## src/rtl/dmem_arb_pkg.sv

```systemverilog
// rtl/dmem_arb_pkg.sv - shared types, defaults and helpers for the data-memory arbiter
package dmem_arb_pkg;

    typedef enum logic {
        PRI0 = 1'b0,
        PRI1 = 1'b1
    } arb_state_t;

    localparam int   DEPTH_DEF    = 32;
    localparam int   MAX_WAIT_DEF = 4;
    localparam logic PORT_MEM     = 1'b0;
    localparam logic PORT_LDR     = 1'b1;

    // Full 32-bit compare so that large addresses never alias into the array.
    function automatic logic addr_in_range(input logic [31:0] addr, input int unsigned depth);
        return addr < 32'(depth);
    endfunction

endpackage

```

## src/rtl/dmem_arbiter_if.sv

```systemverilog
// rtl/dmem_arbiter_if.sv - requester, response and memory-side signals of the data-memory arbiter
interface dmem_arbiter_if;

    logic        req0;
    logic        we0;
    logic [31:0] addr0;
    logic [31:0] wdata0;
    logic        gnt0;

    logic        req1;
    logic        we1;
    logic [31:0] addr1;
    logic [31:0] wdata1;
    logic        gnt1;

    logic        rsp_valid;
    logic        rsp_port;
    logic [31:0] rsp_rdata;
    logic        rsp_err;
    logic        stall_mem;

    logic [31:0] mem_addr;
    logic [31:0] mem_wdata;
    logic        mem_wr_en;
    logic [31:0] mem_rdata;

    modport slave (
        input  req0, we0, addr0, wdata0,
        input  req1, we1, addr1, wdata1,
        input  mem_rdata,
        output gnt0, gnt1,
        output rsp_valid, rsp_port, rsp_rdata, rsp_err, stall_mem,
        output mem_addr, mem_wdata, mem_wr_en
    );

    modport master (
        output req0, we0, addr0, wdata0,
        output req1, we1, addr1, wdata1,
        output mem_rdata,
        input  gnt0, gnt1,
        input  rsp_valid, rsp_port, rsp_rdata, rsp_err, stall_mem,
        input  mem_addr, mem_wdata, mem_wr_en
    );

endinterface

```

## src/rtl/dmem_arb_starve_ctr.sv

```systemverilog
// rtl/dmem_arb_starve_ctr.sv - counts port-1 lost cycles and decides when port 1 must be forced through
module dmem_arb_starve_ctr
    import dmem_arb_pkg::*;
#(
    parameter int MAX_WAIT = MAX_WAIT_DEF
) (
    input  logic clk,
    input  logic reset,
    input  logic req1,
    input  logic gnt1,
    output logic force_pri1
);

    localparam logic [3:0] WAIT_LAST = 4'(MAX_WAIT - 1);

    logic [3:0] wait_cnt;
    logic       lost1;

    assign lost1      = req1 & ~gnt1;
    assign force_pri1 = lost1 & (wait_cnt == WAIT_LAST);

    // Consecutive lost cycles; any grant or idle cycle restarts the count, top value holds.
    always_ff @(posedge clk or negedge reset) begin
        if (!reset) begin
            wait_cnt <= '0;
        end else if (!lost1) begin
            wait_cnt <= '0;
        end else if (wait_cnt != WAIT_LAST) begin
            wait_cnt <= wait_cnt + 4'd1;
        end
    end

endmodule

```

## src/rtl/dmem_arbiter.sv

```systemverilog
// rtl/dmem_arbiter.sv - shares the single-port data memory between the MEM stage and the loader port
module dmem_arbiter
    import dmem_arb_pkg::*;
#(
    parameter int DEPTH    = DEPTH_DEF,
    parameter int MAX_WAIT = MAX_WAIT_DEF
) (
    input  logic           clk,
    input  logic           reset,
    dmem_arbiter_if.slave  bus
);

    arb_state_t  state;
    arb_state_t  state_next;
    logic        force_pri1;
    logic        gnt0;
    logic        gnt1;
    logic        any_gnt;
    logic        sel_we;
    logic        sel_ok;
    logic [31:0] sel_addr;
    logic [31:0] sel_wdata;

    logic        rsp_valid_q;
    logic        rsp_port_q;
    logic        rsp_err_q;
    logic [31:0] rsp_rdata_q;

    dmem_arb_starve_ctr #(
        .MAX_WAIT (MAX_WAIT)
    ) u_starve (
        .clk        (clk),
        .reset      (reset),
        .req1       (bus.req1),
        .gnt1       (gnt1),
        .force_pri1 (force_pri1)
    );

    // Priority state register.
    always_ff @(posedge clk or negedge reset) begin
        if (!reset) begin
            state <= PRI0;
        end else begin
            state <= state_next;
        end
    end

    // PRI1 lasts exactly one cycle, so it always falls back to PRI0.
    always_comb begin
        state_next = PRI0;
        if ((state == PRI0) && force_pri1) begin
            state_next = PRI1;
        end
    end

    assign gnt0    = (state == PRI0) ? bus.req0 : (bus.req0 & ~bus.req1);
    assign gnt1    = (state == PRI1) ? bus.req1 : (bus.req1 & ~bus.req0);
    assign any_gnt = gnt0 | gnt1;

    // Select the granted port's command; an idle bus is driven to zero.
    always_comb begin
        sel_addr  = '0;
        sel_wdata = '0;
        sel_we    = 1'b0;
        if (gnt1) begin
            sel_addr  = bus.addr1;
            sel_wdata = bus.wdata1;
            sel_we    = bus.we1;
        end else if (gnt0) begin
            sel_addr  = bus.addr0;
            sel_wdata = bus.wdata0;
            sel_we    = bus.we0;
        end
    end

    assign sel_ok = addr_in_range(sel_addr, DEPTH);

    assign bus.gnt0      = gnt0;
    assign bus.gnt1      = gnt1;
    assign bus.stall_mem = bus.req0 & ~gnt0;
    assign bus.mem_addr  = sel_addr;
    assign bus.mem_wdata = sel_wdata;
    assign bus.mem_wr_en = sel_we & sel_ok;

    // Response register: one strobe per acceptance, payload held between strobes.
    always_ff @(posedge clk or negedge reset) begin
        if (!reset) begin
            rsp_valid_q <= 1'b0;
            rsp_port_q  <= PORT_MEM;
            rsp_err_q   <= 1'b0;
            rsp_rdata_q <= '0;
        end else begin
            rsp_valid_q <= any_gnt;
            if (any_gnt) begin
                rsp_port_q  <= gnt1 ? PORT_LDR : PORT_MEM;
                rsp_err_q   <= ~sel_ok;
                rsp_rdata_q <= (sel_ok & ~sel_we) ? bus.mem_rdata : '0;
            end
        end
    end

    assign bus.rsp_valid = rsp_valid_q;
    assign bus.rsp_port  = rsp_port_q;
    assign bus.rsp_err   = rsp_err_q;
    assign bus.rsp_rdata = rsp_rdata_q;

endmodule

```

## src/flat_wrapper.sv

```systemverilog
// flat-port wrapper written by rule: the top's interface ports become plain ports
module dmem_arbiter_flat import dmem_arb_pkg::*;
#(
    parameter int DEPTH    = DEPTH_DEF,
    parameter int MAX_WAIT = MAX_WAIT_DEF
)
  (clk, reset, bus_req0, bus_we0, bus_addr0, bus_wdata0, bus_req1, bus_we1, bus_addr1, bus_wdata1, bus_mem_rdata, bus_gnt0, bus_gnt1, bus_rsp_valid, bus_rsp_port, bus_rsp_rdata, bus_rsp_err, bus_stall_mem, bus_mem_addr, bus_mem_wdata, bus_mem_wr_en);
  dmem_arbiter_if bus_i ();
  input  logic clk;
  input  logic reset;
  input wire logic [$bits(bus_i.req0)-1:0] bus_req0;
  input wire logic [$bits(bus_i.we0)-1:0] bus_we0;
  input wire logic [$bits(bus_i.addr0)-1:0] bus_addr0;
  input wire logic [$bits(bus_i.wdata0)-1:0] bus_wdata0;
  input wire logic [$bits(bus_i.req1)-1:0] bus_req1;
  input wire logic [$bits(bus_i.we1)-1:0] bus_we1;
  input wire logic [$bits(bus_i.addr1)-1:0] bus_addr1;
  input wire logic [$bits(bus_i.wdata1)-1:0] bus_wdata1;
  input wire logic [$bits(bus_i.mem_rdata)-1:0] bus_mem_rdata;
  output wire logic [$bits(bus_i.gnt0)-1:0] bus_gnt0;
  output wire logic [$bits(bus_i.gnt1)-1:0] bus_gnt1;
  output wire logic [$bits(bus_i.rsp_valid)-1:0] bus_rsp_valid;
  output wire logic [$bits(bus_i.rsp_port)-1:0] bus_rsp_port;
  output wire logic [$bits(bus_i.rsp_rdata)-1:0] bus_rsp_rdata;
  output wire logic [$bits(bus_i.rsp_err)-1:0] bus_rsp_err;
  output wire logic [$bits(bus_i.stall_mem)-1:0] bus_stall_mem;
  output wire logic [$bits(bus_i.mem_addr)-1:0] bus_mem_addr;
  output wire logic [$bits(bus_i.mem_wdata)-1:0] bus_mem_wdata;
  output wire logic [$bits(bus_i.mem_wr_en)-1:0] bus_mem_wr_en;
  assign bus_i.req0 = bus_req0;
  assign bus_i.we0 = bus_we0;
  assign bus_i.addr0 = bus_addr0;
  assign bus_i.wdata0 = bus_wdata0;
  assign bus_i.req1 = bus_req1;
  assign bus_i.we1 = bus_we1;
  assign bus_i.addr1 = bus_addr1;
  assign bus_i.wdata1 = bus_wdata1;
  assign bus_i.mem_rdata = bus_mem_rdata;
  assign bus_gnt0 = bus_i.gnt0;
  assign bus_gnt1 = bus_i.gnt1;
  assign bus_rsp_valid = bus_i.rsp_valid;
  assign bus_rsp_port = bus_i.rsp_port;
  assign bus_rsp_rdata = bus_i.rsp_rdata;
  assign bus_rsp_err = bus_i.rsp_err;
  assign bus_stall_mem = bus_i.stall_mem;
  assign bus_mem_addr = bus_i.mem_addr;
  assign bus_mem_wdata = bus_i.mem_wdata;
  assign bus_mem_wr_en = bus_i.mem_wr_en;
  dmem_arbiter #(.DEPTH(DEPTH), .MAX_WAIT(MAX_WAIT)) u_core (.clk(clk), .reset(reset), .bus(bus_i));
endmodule
```

## config.mk

```make
export PLATFORM = sky130hd
export DESIGN_NAME = dmem_arbiter_flat
export DESIGN_NICKNAME = d
export VERILOG_FILES = /design/src/rtl/dmem_arb_pkg.sv /design/src/rtl/dmem_arbiter_if.sv /design/src/rtl/dmem_arb_starve_ctr.sv /design/src/rtl/dmem_arbiter.sv /design/src/flat_wrapper.sv
export SDC_FILE = /design/constraint.sdc
export NUM_CORES = 1
export LEC_CHECK = 0
export CORE_ASPECT_RATIO = 0.6
export CORE_UTILIZATION = 31
export DETAILED_ROUTE_END_ITERATION = 10
export PLACE_DENSITY = 0.87
export SLEW_MARGIN = 20
export SYNTH_ARGS = -nofsm -noshare
export SYNTH_HDL_FRONTEND = slang
export SYNTH_HIERARCHICAL = 1
export SYNTH_SLANG_ARGS = --single-unit
export TNS_END_PERCENT = 20
```

## constraint.sdc

```tcl
create_clock -name clk -period 2 [get_ports clk]
set_clock_uncertainty 0.05 [all_clocks]
set_input_delay 0.2 -clock clk [delete_from_list [all_inputs] [get_ports clk]]
set_output_delay 0.2 -clock clk [all_outputs]
set_load 0.03 [all_outputs]
```

-- Word level (Yosys, flattened, before mapping)
Cells that the tools add are included.
W data, S select, Z words.
- reductions and logical operators: 1
- equality and inequality tests: 3
- magnitude comparators: 1
- bitwise gates (word level): 15
- muxes and demuxes: 13
- add/sub/neg operators: 1
- operator list (operator ; count):
    $mux W32 ; 5
    $lt A32 B6 Y1 const B ; 1
    $mux W4 ; 2
    $and A1 B1 Y1 ; 7
    $not A1 Y1 ; 7
    $mux W1 ; 6
    $add A4 B1 Y4 const B ; 1
    $eq A4 B2 Y1 const B ; 1
    $ne A4 B2 Y1 const B ; 1
    $ne A2 B1 Y1 const B ; 1
    $logic_and A1 B1 Y1 ; 1
    $or A1 B1 Y1 ; 1
- bits of input ports: 166
- logic and storage cells: 40
- register bits after elaboration: 40

-- Longest topological paths before layout
- depth in word-level cells: 8
- gate-level depth with buffers: 7
- gate-level depth less buffers: 5

-- Hierarchy
The synthesis kept the hierarchy.
- by module, submodules not included (module ; times used ; sequential area each (µm²) ; cells each ; area an instance (µm²)):
    dmem_arbiter ; 1 ; 900.9 ; 262 ; 2555.0
    dmem_arb_starve_ctr ; 1 ; 100.1 ; 21 ; 240.2

-- Worst setup path before layout
Ideal clock, no wire load.
- kind: register to output
- start: reg u_core.state
- end: out bus_mem_wr_en
- arrival time: 1.867 ns
- setup slack: -0.117 ns
- cell stages (with the launch flop): 8
- data required time: 1.750 ns
- cell sequence: dfrtp_1 > nand2b_1 > and2_1 > clkbuf_1 > o21a_1 > buf_4 > buf_6 > nor3_1
- word-level cells in the longest chain between the ends: 5
- elaborated cells between the ends (all ways): 8
- RTL lines (element ; line ; source):
    from (decl) ; dmem_arbiter.sv:13 ; arb_state_t state;
    from (signal assigned) ; dmem_arbiter.sv:44 ; state <= state_next;
    $mux W1 ; dmem_arbiter.sv:56 ; assign gnt0 = (state == PRI0) ? bus.req0 : (bus.req0 & ~bus.req1);
    $mux W32 ; dmem_arbiter.sv:69 ; end else if (gnt0) begin
    $mux W32 ; dmem_arbiter.sv:65 ; if (gnt1) begin
    $lt A32 B6 Y1 ; dmem_arb_pkg.sv:16 ; return addr < 32'(depth);
    $and A1 B1 Y1 (*) ; dmem_arbiter.sv:83 ; assign bus.mem_wr_en = sel_we & sel_ok;
    to (decl) ; flat_wrapper.sv:29 ; output wire logic [$bits(bus_i.mem_wr_en)-1:0] bus_mem_wr_en;
Mark *: on every way between the ends. The rest lies on a longest branch, timed or not.

-- Worst setup path in the final report
- start: in bus_addr0[20]
- end: out bus_mem_wr_en
- word-level cells in the longest chain between the ends: 4
- RTL lines (element ; line ; source):
    from (decl) ; flat_wrapper.sv:13 ; input wire logic [$bits(bus_i.addr0)-1:0] bus_addr0;
    $mux W32 ; dmem_arbiter.sv:69 ;
    $mux W32 ; dmem_arbiter.sv:65 ;
    $lt A32 B6 Y1 ; dmem_arb_pkg.sv:16 ;
    $and A1 B1 Y1 ; dmem_arbiter.sv:83 ;
Every way passes these cells.

==> summary.txt <==
Setup path
  – CP max stage delay: 0.45 ns
  – Worst setup EP type: output pin
  – Setup Crit Path Kind: input port to output pin
  – Arrival time worst endpoint: 1.71 ns
  – CP required: 1.75 ns
  – Max FO, Critical Path: 2
  – CP max stage cell: clkdlybuf4s50_1
  – Setup crit start kind: input port
  – Critical-path cell list: clkdlybuf4s50_1, nor4_2, nand4_1, o21a_2, nor3_4, buf_6

Clock network
  – CTS Buf Count: 5
  – Clock sinks: 40
  – Hold_buf cts: 0
  – H-tree Lvls: 2
  – CTS clock-pin slew for the worst setup and hold paths: 0.06 ns
  – CTS root buf: clkbuf_16
  – Clk_lat worst skew: 0.27 ns
  – CTS tree: built
  – Max Root-Sink Buffers: 2

Detailed routing
  – Total number of vias: 3362
  – DR vias/cell: 5.07
  – Wirelength, routed: 11.8 mm
  – Drt pass-1 iters: 4
  – # DRC: 0
  – Wire length per cell: 17.9 microns
  – Routed Antenna Nets: 0
  – DRT iter0 DRCs: 118

Timing
  – Tcrit/Tclk final: 0.979
  – Slew margin rel.: 0.413
  – Final setup fails: 0
  – Fin crit period: 1.96 ns
  – Worst-margin pin slew: 0.881 ns
  – Final Hold Viols: 7
  – FMAX: 511 MHz
  – Hold Slack: -0.00986 ns
  – RSZ-0062 raised after global routing: true
  – Final total negative setup slack: 0 ns
  – Max-slew violation count: 0

Min path
  – Tightest Hold Check Type: input port to asynchronous set/reset pin

Floorplan
  – Die area: 9410 sq um
  – Initial Utilization: 0.324
  – Top-level port count: 269
  – Die H: 75.6 microns
  – Die width: 125 microns
  – Cell row count: 26
  – Core area: 8620 sq um

Yosys
  – Synth top area share: 0.358
  – Cell taking the most area after synthesis: dfrtp_1
  – Post-Syn Instances: 283
  – Largest cells by area after synthesis: dfrtp_1, a22o_1, o31ai_2, nand2_1, buf_2
  – Seq/Total Area, Yosys: 0.358
  – Mapped Nets: 450
  – Main synth FF type: dfrtp_1
  – Synth top cells by count: a22o_1, nand2_1, dfrtp_1
  – Post-synth EDFFs: 0
  – Async S/R FF share, synth: 1.00
  – Yosys cell types: 37
  – #FFs+latches synth: 40
  – Ys Warns: 6
  – Syn Std Cell Area: 2800 sq um
  – Synth Area per Inst: 9.88 sq um

Global routing
  – First-pass GRT wire length: 16.1 mm
  – Initial antenna violation count: 0
  – Vias in the first global route: 3203
  – Largest net degree at the start of global routing: 49
  – Remaining Overflow, GRT: 0
  – GR Util All Layers: 0.215

Pwr
  – P_leak: 2.56 nW
  – Worst VDD drop: 329 uV
  – Total Power: 0.00306 W
  – P per Cell Area: 524 nW/um^2

Placement
  – Detail Placement HPWL: 8.92 mm
  – Global placer's final weighted congestion: 0.830
  – Number of port buffers: 268

Flow run
  – Maxcap violations: 0

Final layout
  – Fraction of layout instances using a drive strength above 1: 0.263
  – Fillcell total: 666
  – # nets final: 717
  – Utilization after layout: 0.677
  – Synth-to-layout area growth: 109%
  – ANT cells: 0

Outcome
  – Status: finished, violations left
  – Failing checks: negative hold slack
## per-layer routing
metal,global-route usage,part of all wire,up-vias
li1,-,-,1612
met1,0.285,0.45,1605
met2,0.373,0.49,141
met3,0.0471,0.058,4
met4,0.0308,0.0040,0
met5,0,0,-
## layout by cell type (no fill, tap or decap), drive strengths merged, types with 3 or more instances in the layout
cell type	count
mux2i	3
nand3b	5
a22o	64
nor4	12
dfrtp	40
dlygate4sd2	9
clkdlybuf4s50	186
dlymetal6s2s	4
inv	3
buf	88
nand3	3
nand2	64
nor3	3
clkbuf	9
nor2	3
o31ai	32
## report_power, final
part | switching (W) | leakage [nW] | internal [W]
Combinational | 0.000638 | 1.95 | 0.000661
Clock | 0.000299 | 0.0808 | 0.000586
Sequential | 0.0000253 | 0.536 | 0.000848
Total | 0.000963 | 2.56 | 0.00210
## worst paths after layout
path / start / endpoint / slack (ns) / cells after the start
worst max register to register: u_core/state / u_core/u_starve/wait_cnt[0] / 0.27 / 6
worst min-delay path: reset / u_core/bus.rsp_rdata[19] / -0.01 / 1
worst max-delay path: bus_addr0[20] / bus_mem_wr_en / 0.04 / 6
min in group clk: bus_mem_rdata[13] / u_core/bus.rsp_rdata[13] / 0.43 / 3
worst min register to register: u_core/bus.rsp_rdata[15] / u_core/bus.rsp_rdata[15] / 0.43 / 2
max in group asynchronous: reset / u_core/state / 1.29 / 1
## cells by family (layout without fill, tap and decap cells)
group,Yosys count,count (layout),share of synthesized area
compound gates,103,103,0.366
mux,3,3,0.0107
buf+inv,33,301,0.0774
flops,40,40,0.358
simple gates,103,103,0.184
fa+ha+maj,1,1,0.00448
## sequential cells by signal, summed over array words and instances (netlist names)
signal                    flops
u_core/bus.rsp_rdata         32
u_core/bus.rsp_valid          1
u_core/u_starve/wait_cnt      4
u_core/bus.rsp_err            1
u_core/bus.rsp_port           1
u_core/state                  1
## cell type report
type / instances / area, sq um / share of cell area
flip-flops and latches: 40 / 1000 / 0.172
clock inverters: 2 / 35.0 / 0.00600
repair buffers: 290 / 2870 / 0.492
multi-input cells: 210 / 1650 / 0.282
inverters: 3 / 11.3 / 0.00193
clock buffers: 6 / 129 / 0.0221
well taps: 112 / 140 / 0.0240
## stage by stage
step	setup slack [ns]	cells	hold slack, ns	area, sq um
floorplan	0.140	283	-0.146	2800
global placement	-0.160	647	0.302	5490
detailed placement	-0.125	647	0.330	5490
CTS	-0.0144	656	0.0328	5660
global route	-0.0516	663	0.0661	5840
finish	0.0426	663	-0.00986	5840
## repair_timing
item,4_1_cts,5_1_grt
gates resized for setup,12,13
endpoints found under the setup margin,56,56
cloned,0,3
pin swaps,10,6
setup buffers,1,4
## critical path, delay by kind of cell
kind / cells / cell delay (ns)
AO/OA/AOI/OAI: 1 / 0.27
buffers and inverters: 2 / 0.61
AND/OR/NAND/NOR: 3 / 0.63
Note: power is estimated with default switching activity, not from simulation.
